File: config.mk
export PLATFORM = sky130hd
export DESIGN_NAME = async_count_sampler
export DESIGN_NICKNAME = d
export VERILOG_FILES = /design/src/rtl/async_count_sampler.sv
export SDC_FILE = /design/constraint.sdc
export NUM_CORES = 1
export LEC_CHECK = 0
export ABC_AREA = 1
export CELL_PAD_IN_SITES_DETAIL_PLACEMENT = 2
export CELL_PAD_IN_SITES_GLOBAL_PLACEMENT = 2
export CORE_ASPECT_RATIO = 2
export CORE_UTILIZATION = 32
export CTS_BUF_LIST = sky130_fd_sc_hd__clkbuf_16
export CTS_CLUSTER_DIAMETER = 60
export DETAILED_ROUTE_END_ITERATION = 6
export PLACE_DENSITY = 0.94
export SETUP_SLACK_MARGIN = 0.1
export SLEW_MARGIN = 20
export SYNTH_ARGS = -nofsm -noshare
export SYNTH_HDL_FRONTEND = slang
export SYNTH_SLANG_ARGS = --single-unit
File: constraint.sdc
create_clock -name clk -period 4.8 [get_ports clk]
set_input_delay 0.96 -clock clk [delete_from_list [all_inputs] [get_ports clk]]
set_output_delay 0.96 -clock clk [all_outputs]
set_load 0.02 [all_outputs]
File: src/rtl/async_count_sampler.sv
// Synchronizes a free-running 4-bit ripple count, qualifies stable values,
// extends them to EXT_W bits and offers handshaked snapshots of the total.
module async_count_sampler #(
    parameter int EXT_W         = 12,
    parameter int STABLE_CYCLES = 2
) (
    input  logic             clk,
    input  logic             rst,
    input  logic [3:0]       count_in,
    input  logic             snap_req,
    input  logic             snap_ready,
    output logic             snap_valid,
    output logic [EXT_W-1:0] snap_data,
    output logic [EXT_W-1:0] ext_count,
    output logic             wrap_pulse,
    output logic             ovf
);

    localparam logic [2:0] RUN_MAX = 3'(STABLE_CYCLES);
    localparam logic [2:0] RUN_PRE = 3'(STABLE_CYCLES - 1);

    typedef enum logic [1:0] {
        S_IDLE,
        S_WAIT,
        S_PRESENT
    } state_t;

    state_t state, state_nxt;

    logic [3:0]       s1, s2, s2_prev, last;
    logic [2:0]       run;
    logic             same, qualify;
    logic [3:0]       delta;
    logic [EXT_W:0]   sum;
    logic             cap;
    logic [EXT_W-1:0] cap_val;

    assign same    = (s2 == s2_prev);
    assign qualify = same && (run == RUN_PRE);
    assign delta   = s2 - last;
    assign sum     = {1'b0, ext_count} + (EXT_W+1)'(delta);

    always_ff @(posedge clk) begin
        if (rst) begin
            s1         <= '0;
            s2         <= '0;
            s2_prev    <= '0;
            run        <= '0;
            last       <= '0;
            ext_count  <= '0;
            wrap_pulse <= 1'b0;
            ovf        <= 1'b0;
        end else begin
            s1         <= count_in;
            s2         <= s1;
            s2_prev    <= s2;
            wrap_pulse <= qualify && (s2 < last);
            if (!same) begin
                run <= '0;
            end else if (run != RUN_MAX) begin
                run <= run + 3'd1;
            end
            if (qualify) begin
                last      <= s2;
                ext_count <= sum[EXT_W-1:0];
                if (sum[EXT_W]) begin
                    ovf <= 1'b1;
                end
            end
        end
    end

    // A capture in WAIT takes the post-update total when a qualify lands,
    // or the current total immediately if the count is already settled.
    always_comb begin
        state_nxt = state;
        cap       = 1'b0;
        cap_val   = ext_count;
        unique case (state)
            S_IDLE: begin
                if (snap_req) begin
                    state_nxt = S_WAIT;
                end
            end
            S_WAIT: begin
                if (qualify) begin
                    cap       = 1'b1;
                    cap_val   = sum[EXT_W-1:0];
                    state_nxt = S_PRESENT;
                end else if (run == RUN_MAX) begin
                    cap       = 1'b1;
                    state_nxt = S_PRESENT;
                end
            end
            S_PRESENT: begin
                if (snap_ready) begin
                    state_nxt = S_IDLE;
                end
            end
            default: state_nxt = S_IDLE;
        endcase
    end

    always_ff @(posedge clk) begin
        if (rst) begin
            state     <= S_IDLE;
            snap_data <= '0;
        end else begin
            state <= state_nxt;
            if (cap) begin
                snap_data <= cap_val;
            end
        end
    end

    assign snap_valid = (state == S_PRESENT);

endmodule

==> impl_summary.txt <==
----------------------------------------------------
[Placed design]
  HPWL after detailed placement ... 5.729 mm
  IO Port Bufs ... 34
  Placed insts ... 444
  Routability Congestion ... just over 0.8

[Worst hold path]
  Worst min path class ... flop to flop
  WHS Endpoint ... s2[3]
  WHS Path Cells ... 2
  Startpoint of the worst hold path ... s1[3]

[Detailed routing]
  Remaining number of nets flagged by the antenna check after routing ... 0
  Routed length on met3 ... 148 um
  Uppermost layer routed ... met4
  Average wire length per cell after detail routing ... 16.79 um
  Mean number of vias per cell ... around 5
  TritonRoute pass-1 iters ... 4
  M1 wire length ... around 2.6 mm
  Detailed Route Iter0 Violations ... 58
  Number of vias in the routed layout ... approximately 2200
  Routed Wire Length ... about 7.6 mm
  Routed length on met2 ... roughly 4.5 mm
  Remaining design rule violation count ... 0

[Timing]
  Final setup viols ... 0
  Crit share post-route ... 0.5612
  Worst slew slack as a fraction of its limit ... 0.6470
  Post-route setup TNS ... 0 ps
  Crit path time final ... between 2000 and 3000 ps
  Slew at the pin closest to its max-slew limit ... ~530 ps
  Fmax ... 0.3712 GHz
  RSZ-0062 raised after global routing ... false
  Max Clock Skew ... between 7 and 8 ps
  Fin. Hold Viols ... 0
  Number of max-slew violations in the final report ... 0

[Die]
  Core Area ... around 7000 um^2
  Die Area ... about 7700 um^2
  Die outline width ... roughly 62 um
  Die height ... ~120 um
  Cell Rows ... between 40 and 50
  Initial standard-cell utilization of the core ... 0.3333
  Top-level I/O count ... 35

[Clocking]
  Cts hold-fix bufs ... 0
  Clock slew seen by the registers of the worst setup and hold paths ... around 70 ps
  CTS sink count ... 47
  Root buffer cell ... sky130_fd_sc_hd__clkbuf_16
  Clock tree from TritonCTS ... yes
  Resized Gates After CTS ... 0
  Maximum level of the CTS H-tree ... 2
  Insertion delay of the later-clocked pin in the worst-skew pair ... around 300 ps
  Number of clock buffers inserted by TritonCTS ... 5
  Clock Path Buffers ... 2
  Number of buffers added for setup after CTS ... 0

[Logic synthesis]
  Largest area contributor in the netlist ... sky130_fd_sc_hd__dfxtp_1
  Syn Inst Count ... 328
  Yosys top cell area share ... 0.4037
  Seq cells post-synth ... between 40 and 50
  Most frequent cell after synthesis ... sky130_fd_sc_hd__nand2_1
  Ranking of synthesized cells by instance count ... 83 x sky130_fd_sc_hd__nand2_1, 49 x sky130_fd_sc_hd__inv_1, 49 x sky130_fd_sc_hd__nor2_1, 47 x sky130_fd_sc_hd__dfxtp_1, 20 x sky130_fd_sc_hd__a21oi_1
  Part of the Yosys area used for sequential elements ... 0.4037
  Number of enable flip-flop cells after synthesis ... 0
  Synth Net Count ... approximately 350
  Mean cell area of the mapped netlist ... 7.107 um^2
  Count of unique library cells instantiated by Yosys ... 27
  Syn. warnings ... 0
  Async set-or-reset flop fraction in the synthesized netlist ... 0
  Top flip-flop cell by instance count after synthesis ... sky130_fd_sc_hd__dfxtp_1
  Combined area of all synthesized cells ... between 2000 and 2500 um^2
  Biggest area contributors in the synthesized netlist ... sky130_fd_sc_hd__dfxtp_1 40%, sky130_fd_sc_hd__nand2_1 13%, sky130_fd_sc_hd__inv_1 7.9%

[GRT]
  Global-route wire length before repair ... between 10 and 15 mm
  Number of global-route vias before repair ... 2557
  Tot GR Track Use ... 0.2191
  Aggregate global routing overflow ... 0
  Maximum number of pins on one net before global-route repair ... 30
  Number of antenna violations at the first check in global routing ... 0

[Setup path]
  Critical path's largest stage delay ... approximately 380 ps
  CP most frequent cell ... sky130_fd_sc_hd__nand2_1
  Chain of cells forming the critical path ... inv_2, ha_1, inv_1, fa_1, nand2_1, inv_1, nor2_1, ha_1, nand2_1, nand3_1, a21oi_1, nor2_2, nand2_1, nand2_1, nor2_1, nor2_1
  Required time at the worst-slack endpoint ... approximately 5000 ps
  Cell with the largest stage delay on the worst path ... sky130_fd_sc_hd__fa_1
  Crit path buf inv count ... 3
  Kind of critical path ... flop to flop
  Reg2Reg Setup Slack ... 2110 ps
  Element type at the critical path start ... flop
  Worst flop-to-flop path startpoint ... s2[0]
  CP Max Fanout ... 6
  Data arrival, critical path ... 2890 ps
  Kind of end point of the critical path ... flop
  Kind of cell adding the most delay to the critical path ... simple AND/OR/NAND/NOR gates
  Terminus of the critical flop-to-flop path ... snap_data[5]
  Register-to-Register Path Depth ... 16

[Final layout]
  Final design utilization ... 0.4098
  Antenna Diode Count ... 0
  Finished Layout Cells ... between 400 and 500
  Fraction of layout instances using a drive strength above 1 ... 0.04972
  Post-layout net count ... between 300 and 400
  Post-synthesis to final-layout area growth ... 22.97%

[Power and ir drop]
  Cell leakage power ... 1.301 nW
  Power per Cell Area ... between 300 and 400 nW/um^2
  Maximum vdd ir drop ... 0.0001456 V
  Power after layout ... approximately 0.93 mW

[Run]
  Number of maximum-capacitance violations ... 0

[Run status]
  Status ... complete, no violations

----------------------------------------------------
## routing by layer
metal	global-route usage	vias up
met4	0.1512	0
li1	-	1072
met1	0.1830	1106
met3	0.03810	22
met2	0.4499	39
met5	0	-
## metrics by stage
step / instance area [um^2] / hold slack, ps / setup WS (ps)
2_1_floorplan: 2331 / 388.3 / 2555
3_3_place_gp: 2725 / 393.0 / 2135
3_5_place_dp: 2725 / 398.1 / 2093
4_1_cts: 2867 / 433.1 / 2106
5_1_grt: 2867 / 448.1 / 1812
6_report: 2867 / 421.6 / 2106
## logic make-up (layout without fill, tap and decap cells)
group / Yosys count / after routing / share of synthesized area
buf+inv: 61 / 95 / 0.1122
fa+ha+maj: 13 / 13 / 0.07622
flops: 47 / 47 / 0.4036
compound gates: 39 / 39 / 0.09179
simple gates: 160 / 160 / 0.2861
xor+xnor: 8 / 8 / 0.03006
## power by group
group / switching, mW / internal, mW
clock: 0.155 / 0.190
sequential: 0.0136 / 0.408
combinational: 0.101 / 0.0619
total: 0.269 / 0.661
## worst min-delay path, cell delays in order, from the launching register on
cell and delay, ps:
sky130_fd_sc_hd__dfxtp_1 300, sky130_fd_sc_hd__inv_1 50, sky130_fd_sc_hd__nor2_1 30
## registers in the layout (all words and copies together) (netlist names)
register / count
ext_count: 12
snap_data: 12
last: 4
s1: 4
s2: 4
s2_prev: 4
run: 3
state: 2
ovf: 1
wrap_pulse: 1
## placed cells by master, fill, tap and decap left out
master,synthesis,layout
sky130_fd_sc_hd__o21ai_0,7,7
sky130_fd_sc_hd__nor2_1,49,49
sky130_fd_sc_hd__nand3_2,2,2
sky130_fd_sc_hd__xor2_1,6,6
sky130_fd_sc_hd__clkdlybuf4s50_1,0,34
sky130_fd_sc_hd__xnor2_1,2,2
sky130_fd_sc_hd__nand2_1,83,83
sky130_fd_sc_hd__nand2_2,2,2
sky130_fd_sc_hd__dfxtp_1,47,47
sky130_fd_sc_hd__a21oi_1,20,20
sky130_fd_sc_hd__buf_4,0,1
sky130_fd_sc_hd__nand3_4,1,1
sky130_fd_sc_hd__a21boi_4,1,1
sky130_fd_sc_hd__inv_1,49,50
sky130_fd_sc_hd__fa_1,2,2
sky130_fd_sc_hd__clkbuf_16,0,5
sky130_fd_sc_hd__clkinv_2,0,1
sky130_fd_sc_hd__a211oi_1,1,1
sky130_fd_sc_hd__clkinvlp_4,0,1
sky130_fd_sc_hd__nor3_1,1,1
sky130_fd_sc_hd__ha_1,11,11
sky130_fd_sc_hd__o21a_1,1,1
sky130_fd_sc_hd__inv_2,3,3
sky130_fd_sc_hd__nand3_1,17,17
sky130_fd_sc_hd__and2_1,1,1
sky130_fd_sc_hd__nor4_1,1,1
sky130_fd_sc_hd__nor2_2,1,1
sky130_fd_sc_hd__o21ai_1,9,9
sky130_fd_sc_hd__nand4_1,2,2
## how the worst max path moves through the flow
stage          depth (start not counted)  slack (ps)  startpoint            to
2_1_floorplan                         12        2560       s2[0]  snap_data[4]
3_3_place_gp                           5        2130         rst        run[2]
3_5_place_dp                           5        2090         rst    wrap_pulse
4_1_cts                               16        2110       s2[0]  snap_data[5]
5_1_grt                               14        1810       s2[0]  snap_data[5]
6_report                              16        2110       s2[0]  snap_data[5]
## area by class of cell
class	instances	area (um^2)
Multi-Input combinational cell	220	1129
Fill cell	819	4128
Timing Repair Buffer	35	347.8
Clock inverter	3	16.27
Sequential cell	47	940.9
Inverter	52	195.2
Tap cell	90	112.6
Clock buffer	5	125.1
Power figures use the tool's default switching activity.
